**src/rtl/truth_table_sweeper.sv**
```systemverilog
// Steps a combinational gate through every input vector, samples its output after a
// programmable settle time and reports the Cello-style truth-table code and expected-code match.
`timescale 1ns/1ps

module truth_table_sweeper #(
  parameter  int N_IN   = 3,
  parameter  int SETTLE = 4,
  localparam int W      = 2**N_IN
) (
  input  logic            clk,
  input  logic            rst_n,
  input  logic            start,
  input  logic            abort,
  input  logic [W-1:0]    expected,
  output logic [N_IN-1:0] gate_in,
  input  logic            gate_out,
  output logic            busy,
  output logic            done,
  output logic [W-1:0]    code,
  output logic            match
);

  typedef enum logic [1:0] {
    ST_IDLE   = 2'd0,
    ST_SETTLE = 2'd1,
    ST_FINISH = 2'd2
  } state_t;

  localparam logic [7:0]      WAIT_LOAD = 8'(SETTLE - 1);
  localparam logic [N_IN-1:0] VEC_LAST  = '1;

  state_t          r_state;
  state_t          w_next_state;
  logic [N_IN-1:0] r_vec;
  logic [7:0]      r_wait;
  logic [W-1:0]    r_shift;
  logic [W-1:0]    r_exp;
  logic [W-1:0]    r_code;
  logic            r_match;
  logic [W-1:0]    w_shift_next;
  logic            w_sample;
  logic            w_last_vec;

  // Vector 0 is shifted in first, so it ends up in the MSB of the code.
  assign w_shift_next = {r_shift[W-2:0], gate_out};
  assign w_sample     = (r_state == ST_SETTLE) && (r_wait == '0) && !abort;
  assign w_last_vec   = (r_vec == VEC_LAST);

  // NOTE: every output of this block gets a default first so no latch can be inferred.
  always_comb begin
    w_next_state = r_state;
    gate_in      = '0;
    busy         = 1'b0;
    done         = 1'b0;
    case (r_state)
      ST_IDLE: begin
        if (start) w_next_state = ST_SETTLE;
      end
      ST_SETTLE: begin
        gate_in = r_vec;
        busy    = 1'b1;
        if (abort)                      w_next_state = ST_IDLE;
        else if (w_sample && w_last_vec) w_next_state = ST_FINISH;
      end
      ST_FINISH: begin
        done         = 1'b1;
        w_next_state = ST_IDLE;
      end
      default: w_next_state = ST_IDLE;
    endcase
  end

  // NOTE: sequential state uses non-blocking assignments so all registers update together.
  always_ff @(posedge clk) begin
    if (!rst_n) r_state <= ST_IDLE;
    else        r_state <= w_next_state;
  end

  always_ff @(posedge clk) begin
    if (!rst_n) begin
      r_vec   <= '0;
      r_wait  <= '0;
      r_shift <= '0;
      r_exp   <= '0;
      r_code  <= '0;
      r_match <= 1'b0;
    end else begin
      case (r_state)
        ST_IDLE: begin
          if (start) begin
            r_exp   <= expected;
            r_vec   <= '0;
            r_wait  <= WAIT_LOAD;
            r_shift <= '0;
          end
        end
        ST_SETTLE: begin
          if (w_sample) begin
            r_shift <= w_shift_next;
            if (w_last_vec) begin
              r_code  <= w_shift_next;
              r_match <= (w_shift_next == r_exp);
            end else begin
              r_vec  <= r_vec + 1'b1;
              r_wait <= WAIT_LOAD;
            end
          end else if (!abort) begin
            r_wait <= r_wait - 8'd1;
          end
        end
        default: ;
      endcase
    end
  end

  assign code  = r_code;
  assign match = r_match;

endmodule

```
**config.mk**
```make
export PLATFORM = sky130hd
export DESIGN_NAME = truth_table_sweeper
export DESIGN_NICKNAME = d
export VERILOG_FILES = /design/src/rtl/truth_table_sweeper.sv
export SDC_FILE = /design/constraint.sdc
export NUM_CORES = 1
export LEC_CHECK = 0
export ABC_AREA = 1
export ABC_CLOCK_PERIOD_IN_PS = 1700
export BUFFER_PORTS_ARGS = -buffer_cell sky130_fd_sc_hd__buf_2
export CAP_MARGIN = 0
export CORE_MARGIN = 1
export CORE_UTILIZATION = 59
export CTS_BUF_LIST = sky130_fd_sc_hd__clkbuf_4 sky130_fd_sc_hd__clkbuf_8
export DETAILED_ROUTE_END_ITERATION = 8
export PLACE_DENSITY = 0.83
export SLEW_MARGIN = 30
export SYNTH_ARGS = -nofsm -noshare
export SYNTH_HDL_FRONTEND = slang
export SYNTH_SLANG_ARGS = --single-unit
```
**constraint.sdc**
```tcl
create_clock -name clk -period 1.7 [get_ports clk]
set_input_delay 0.085 -clock clk [delete_from_list [all_inputs] [get_ports clk]]
set_output_delay 0.085 -clock clk [all_outputs]
set_load 0.005 [all_outputs]
```
# After elaboration in Yosys (flattened, before gate mapping)
# Cells that the tools add are included.
[op_classes]
eq_ne = 10
n_mux = 19
n_reduce_logical = 13
n_addsub = 2
[op_table]
columns = ["cell", "count"]
rows = [
  ["$mux W8", 4],
  ["$pmux W8 S2", 1],
  ["$mux W7", 2],
  ["$pmux W7 S2", 1],
  ["$mux W3", 4],
  ["$eq A8 B8 Y1", 1],
  ["$logic_not A8 Y1", 1],
  ["$reduce_and A4 Y1", 2],
  ["$sub A8 B1 Y8 const B", 1],
  ["$mux W2", 3],
  ["$ne A2 B2 Y1 const B", 3],
  ["$ne A3 B3 Y1 const B", 2],
  ["$pmux W3 S2", 1],
  ["$reduce_and A3 Y1", 2],
  ["$pmux W2 S2", 1],
  ["$reduce_and A2 Y1", 2],
  ["$add A3 B1 Y3 const B", 1],
  ["$eq A3 B3 Y1 const B", 1],
  ["$logic_and A1 B1 Y1", 3],
  ["$ne A3 B2 Y1 const B", 1],
  ["$eq A2 B1 Y1 const B", 1],
  ["$eq A2 B2 Y1 const B", 1],
  ["$logic_not A2 Y1", 1],
  ["$mux W1", 2],
  ["other kinds (2)", 2],
]
[word_totals]
register_bits = 37
wordCells = 51

# Depth between registers and ports, before layout
[logic_depth]
ltp_word = 7
depth_mapped = 10
depth_no_buf = 10

# Worst setup path after synthesis
# OpenSTA, ideal clock, no wires.
[synth_timing]
kind = "register to register"
start = "register r_vec[0]"
end = "register r_vec[1]"
t_arrival_ns = 1.215
path_stages_with_launch = 7
path_buffers = 0
setup_ns = 0.114
path_slack_ns = 0.371
t_required_ns = 1.586
path_cell_list = "dfxtp_1 -> ha_1 -> ha_1 -> o21ai_1 -> nand2_4 -> a21oi_1 -> nor2_1"
[synth_via]
elab_chain_len = 4
word_cells_on_any_way = 7
[synth_rtl]
columns = ["element", "line_no", "source"]
rows = [
  ["from (decl)", "34", "logic [N_IN-1:0] r_vec;"],
  ["from (signal assigned)", "104", "r_vec <= r_vec + 1'b1;"],
  ["$add A3 B1 Y3", "104", ""],
  ["$mux W3", "100", "if (w_last_vec) begin"],
  ["$mux W3", "98", "if (w_sample) begin"],
  ["$pmux W3 S2", "88", "case (r_state)"],
]
# Parallel ways exist; a longest one is shown, timed or not. The select of a mux whose other input is x is not followed.
# A chain may end at the register's enable or synchronous reset.

# Worst setup path after layout
[layout_timing]
start = "register r_wait[0]"
end = "register r_match (netlist: match)"
[layout_via]
elab_chain_len = 4
[layout_rtl]
columns = ["element", "line_no", "source"]
rows = [
  ["from (decl)", "35", "logic [7:0] r_wait;"],
  ["from (signal assigned)", "108", "r_wait <= r_wait - 8'd1;"],
  ["$logic_not A8 Y1", "46", "assign w_sample = (r_state == ST_SETTLE) && (r_wait == '0) && !abort;"],
  ["$logic_and A1 B1 Y1 (2 in a row)", "46", ""],
  ["$reduce_and A3 Y1 (no source line)", "--", ""],
  ["to (signal assigned)", "102", "r_match <= (w_shift_next == r_exp);"],
  ["to (decl)", "39", "logic r_match;"],
]
# Every way passes these cells.

==> Flow_metrics.wiki <==
{| class="wikitable"
! Metric !! Value
|-
| Library cell with the largest summed area after synthesis || sky130_fd_sc_hd__dfxtp_1
|-
| Total non-filler cell area in the finished layout || 2200 um2
|-
| Slowest stage delay, CP || 330 ps
|-
| Global-route wire length before repair || 6400 um
|-
| Placed Cells || 315
|-
| Source of the worst hold timing path || expected[4]
|-
| Critical path class || flop to flop
|-
| CTS Sinks || 37
|-
| Die Span Y || 58.6 um
|-
| Count of routing violations after the opening detailed-route iteration || 79
|-
| Worst Tran Pin Value || 420 ps
|-
| MaxCap Viol Count || 0
|-
| Crit. End Element || flop
|-
| X dimension of the die || 58.6 um
|-
| Most area-consuming cells after synthesis || sky130_fd_sc_hd__dfxtp_1, sky130_fd_sc_hd__nand2_1, sky130_fd_sc_hd__nor2_1, sky130_fd_sc_hd__nand3_1, sky130_fd_sc_hd__inv_1
|-
| Sequential share of the synthesized area || 0.393
|-
| Final Non-Filler Cells || 331
|-
| DR pass1 iterations || 5
|-
| Met2 layer usage reported by global route || 0.397
|-
| Placed instance area || 2000 um2
|-
| Commonest cells in the synthesized netlist || sky130_fd_sc_hd__nand2_1, sky130_fd_sc_hd__nor2_1, sky130_fd_sc_hd__dfxtp_1
|-
| Largest vdd supply drop || 0.000693 V
|-
| Worst R2R Setup Slack || 170 ps
|-
| Starting Density || 0.618
|-
| Distinct cell type count of the synthesized netlist || 26
|-
| Area delta synth->final || 16.6%
|-
| DRT Wirelength || 3730 um
|-
| Syn nets || 269
|-
| Top Ports || 27
|-
| Level count of the clock H-tree || 2
|-
| Met1 track demand over resource in global routing || 0.312
|-
| Netlist area before placement || 1890 um2
|-
| TritonCTS Buffers || 5
|-
| I/O Buffers || 26
|-
| CTS Root Cell || sky130_fd_sc_hd__clkbuf_4
|-
| Overall die area || 3430 um2
|-
| Share of cells above drive strength 1 || 0.213
|-
| Outcome || complete, no violations
|-
| DRT antenna net count || 0
|-
| Highest clock frequency the design can meet || 0.652 GHz
|-
| Via density per instance || 5.02
|-
| Maximum clock path buffer count || 2
|-
| Startpoint type of the worst setup path || flop
|-
| Power density over the cells || 968 nW/um2
|-
| Clock-pin slew reported for the worst setup and hold paths after clock tree synthesis || 120 ps
|-
| Post-detailed-route DRC marker count || 0
|-
| Hold crit path type || primary input to flop
|-
| Skew-Pair Late Insertion Delay || 360 ps
|-
| Wire length per cell || 11.3 um
|-
| FFs w/ async S/R, synth || 0
|-
| Number of rows created at floorplan || 20
|-
| GRT Total Usage || 0.249
|-
| Overall power after layout || 0.00213 W
|-
| Worst EP required || 2000 ps
|-
| HPWL reported at the end of detailed placement || 2520 um
|-
| Largest clock skew in the final design || 10.1 ps
|-
| Post-synthesis instance total || 252
|-
| Mean instance size in the synthesized netlist || 7.49 um2
|-
| Leakage Power || 0.988 nW
|-
| Antenna fix cells || 0
|-
| Finish-stage setup viols || 0
|-
| RSZ-0062 raised after global routing || false
|-
| FF+latch count, synth || 37
|-
| Grt ovf || 0
|-
| Ys Warns || 0
|-
| Largest fanout on the critical path || 15
|-
| Fill count || 258
|-
| Worst EP arrival || 1830 ps
|-
| Area share of the leading cell type in the synthesized netlist || 0.393
|-
| Final number of max-transition violations || 0
|-
| EDFF count, synth || 0
|-
| Cell depth of the worst hold path || 3
|-
| Final Wtd Congestion || 0.811
|-
| Total via count in the routed design || 1661
|-
| Cell at the slowest stage of the critical path || sky130_fd_sc_hd__dfxtp_1
|-
| Library cell with the highest instance count after synthesis || sky130_fd_sc_hd__nand2_1
|-
| Dominant register cell in the synthesized netlist || sky130_fd_sc_hd__dfxtp_1
|-
| Worst R2R End || match$_SDFFE_PN0P_
|-
| Final core occ || 0.720
|-
| Hold path endpoint || r_exp[4]$_SDFFE_PN0P_
|-
| Number of global-route vias before repair || 1493
|-
| Global Route met3 Usage || 0.0813
|-
| Core area || 3050 um2
|-
| Cells along the critical path || inv_1 > ha_1 > nand2_1 > nor2_4 > nand3_4 > inv_2 > nand3_1 > a21oi_1
|-
| Logic depth of the worst register-to-register path || 8
|-
| Peak-usage layer in the global routing report || met2
|-
| Post-layout minimum cycle time || 1530 ps
|-
| Clock tree from TritonCTS || done
|-
| Sum of negative setup slack || 0 ps
|-
| Initial antenna violation count || 0
|-
| Worst flop-to-flop path startpoint || r_wait[0]$_SDFFE_PN0P_
|-
| Final hold violation count || 0
|-
| Final Cycle Share || 0.902
|-
| Largest net degree at the start of global routing || 26
|-
| Slew Limit Headroom || 0.719
|-
| Number of nets in the final layout || 303
|}
## worst max-delay path: cells and delay by family (launching register included)
kind            cells  cell delay, ps
compound gates      1             120
fa+ha+maj           1             170
buf+inv             2             310
flops               1             330
simple gates        4             550
## placed cells by master, fill, tap and decap left out
cell type,Yosys,final
sky130_fd_sc_hd__buf_2,2,26
sky130_fd_sc_hd__o21ai_2,2,2
sky130_fd_sc_hd__inv_2,2,2
sky130_fd_sc_hd__o21ai_1,3,3
sky130_fd_sc_hd__nand3_1,17,17
sky130_fd_sc_hd__dlygate4sd3_1,0,8
sky130_fd_sc_hd__bufinv_16,0,2
sky130_fd_sc_hd__nand2_1,59,59
sky130_fd_sc_hd__xnor2_1,8,8
sky130_fd_sc_hd__nand3_4,1,1
sky130_fd_sc_hd__buf_4,1,1
sky130_fd_sc_hd__inv_6,1,2
sky130_fd_sc_hd__dfxtp_1,37,37
sky130_fd_sc_hd__inv_1,19,19
sky130_fd_sc_hd__ha_1,4,4
sky130_fd_sc_hd__xor2_1,2,2
sky130_fd_sc_hd__a21oi_2,6,6
sky130_fd_sc_hd__nand2_8,0,1
sky130_fd_sc_hd__nor2_4,4,4
sky130_fd_sc_hd__a21oi_1,13,13
sky130_fd_sc_hd__nand3_2,3,3
sky130_fd_sc_hd__nand2_2,2,1
sky130_fd_sc_hd__o21ai_0,10,10
sky130_fd_sc_hd__nand2_4,5,5
sky130_fd_sc_hd__clkbuf_4,0,5
sky130_fd_sc_hd__nor2_1,46,46
## area by class of cell
class	instances	area (um2)	share of cell area
Timing Repair Buffer	35	218	0.0990
Inverter	22	87.6	0.0398
Multi-Input combinational cell	185	992	0.451
Tap cell	44	55.1	0.0250
Sequential cell	37	741	0.337
Clock buffer	5	37.5	0.0171
Clock inverter	3	68.8	0.0313
## kinds of logic after synthesis
kind of cell	after synthesis	synth area share
fa+ha+maj	4	0.0265
compound gates	34	0.106
simple gates	137	0.340
flops	37	0.393
buf+inv	30	0.0889
xor+xnor	10	0.0464
## where the power goes
part / switching [W] / internal, W
sequential: 0.0000464 / 0.000918
clock: 0.000319 / 0.000463
combinational: 0.000229 / 0.000154
## layer usage
metal | vias to the layer above | share of wire
met4 | 0 | 0.020
met3 | 9 | 0.061
li1 | 861 | -
met2 | 55 | 0.47
met1 | 736 | 0.45
met5 | - | 0
## flip-flops by register name, summed over array words and instances (netlist names)
signal	count
r_vec	3
r_exp	8
code	8
match	1
r_wait	8
r_state	2
r_shift	7
## how the worst max path moves through the flow
stage                            from  depth (start not counted)  slack, ps                     end
2_1_floorplan   r_vec[0]$_SDFFE_PN0P_                          6        370   r_vec[1]$_SDFFE_PN0P_
3_3_place_gp   r_wait[0]$_SDFFE_PN0P_                         10        200  r_wait[5]$_SDFFE_PN0P_
3_5_place_dp   r_wait[0]$_SDFFE_PN0P_                         10        120  r_wait[5]$_SDFFE_PN0P_
4_1_cts        r_wait[0]$_SDFFE_PN0P_                         10         90  r_wait[5]$_SDFFE_PN0P_
5_1_grt        r_wait[0]$_SDFFE_PN0P_                         10          5  r_wait[5]$_SDFFE_PN0P_
6_report       r_wait[0]$_SDFFE_PN0P_                          8        170      match$_SDFFE_PN0P_
## timing repair
item,CTS,global route
setup buffers,0,0
resized for setup,0,2
hold endpoints to repair,8,0
setup endpoints to repair,0,6
hold buffers,8,0
## through the flow
stage | setup slack (ps) | hold slack, ps
floorplan | 371 | 202
global placement | 200 | 330
detailed placement | 118 | 338
CTS | 87.5 | 19.8
global route | 4.87 | 27.3
finish | 166 | 2.86
Power figures use the tool's default switching activity.
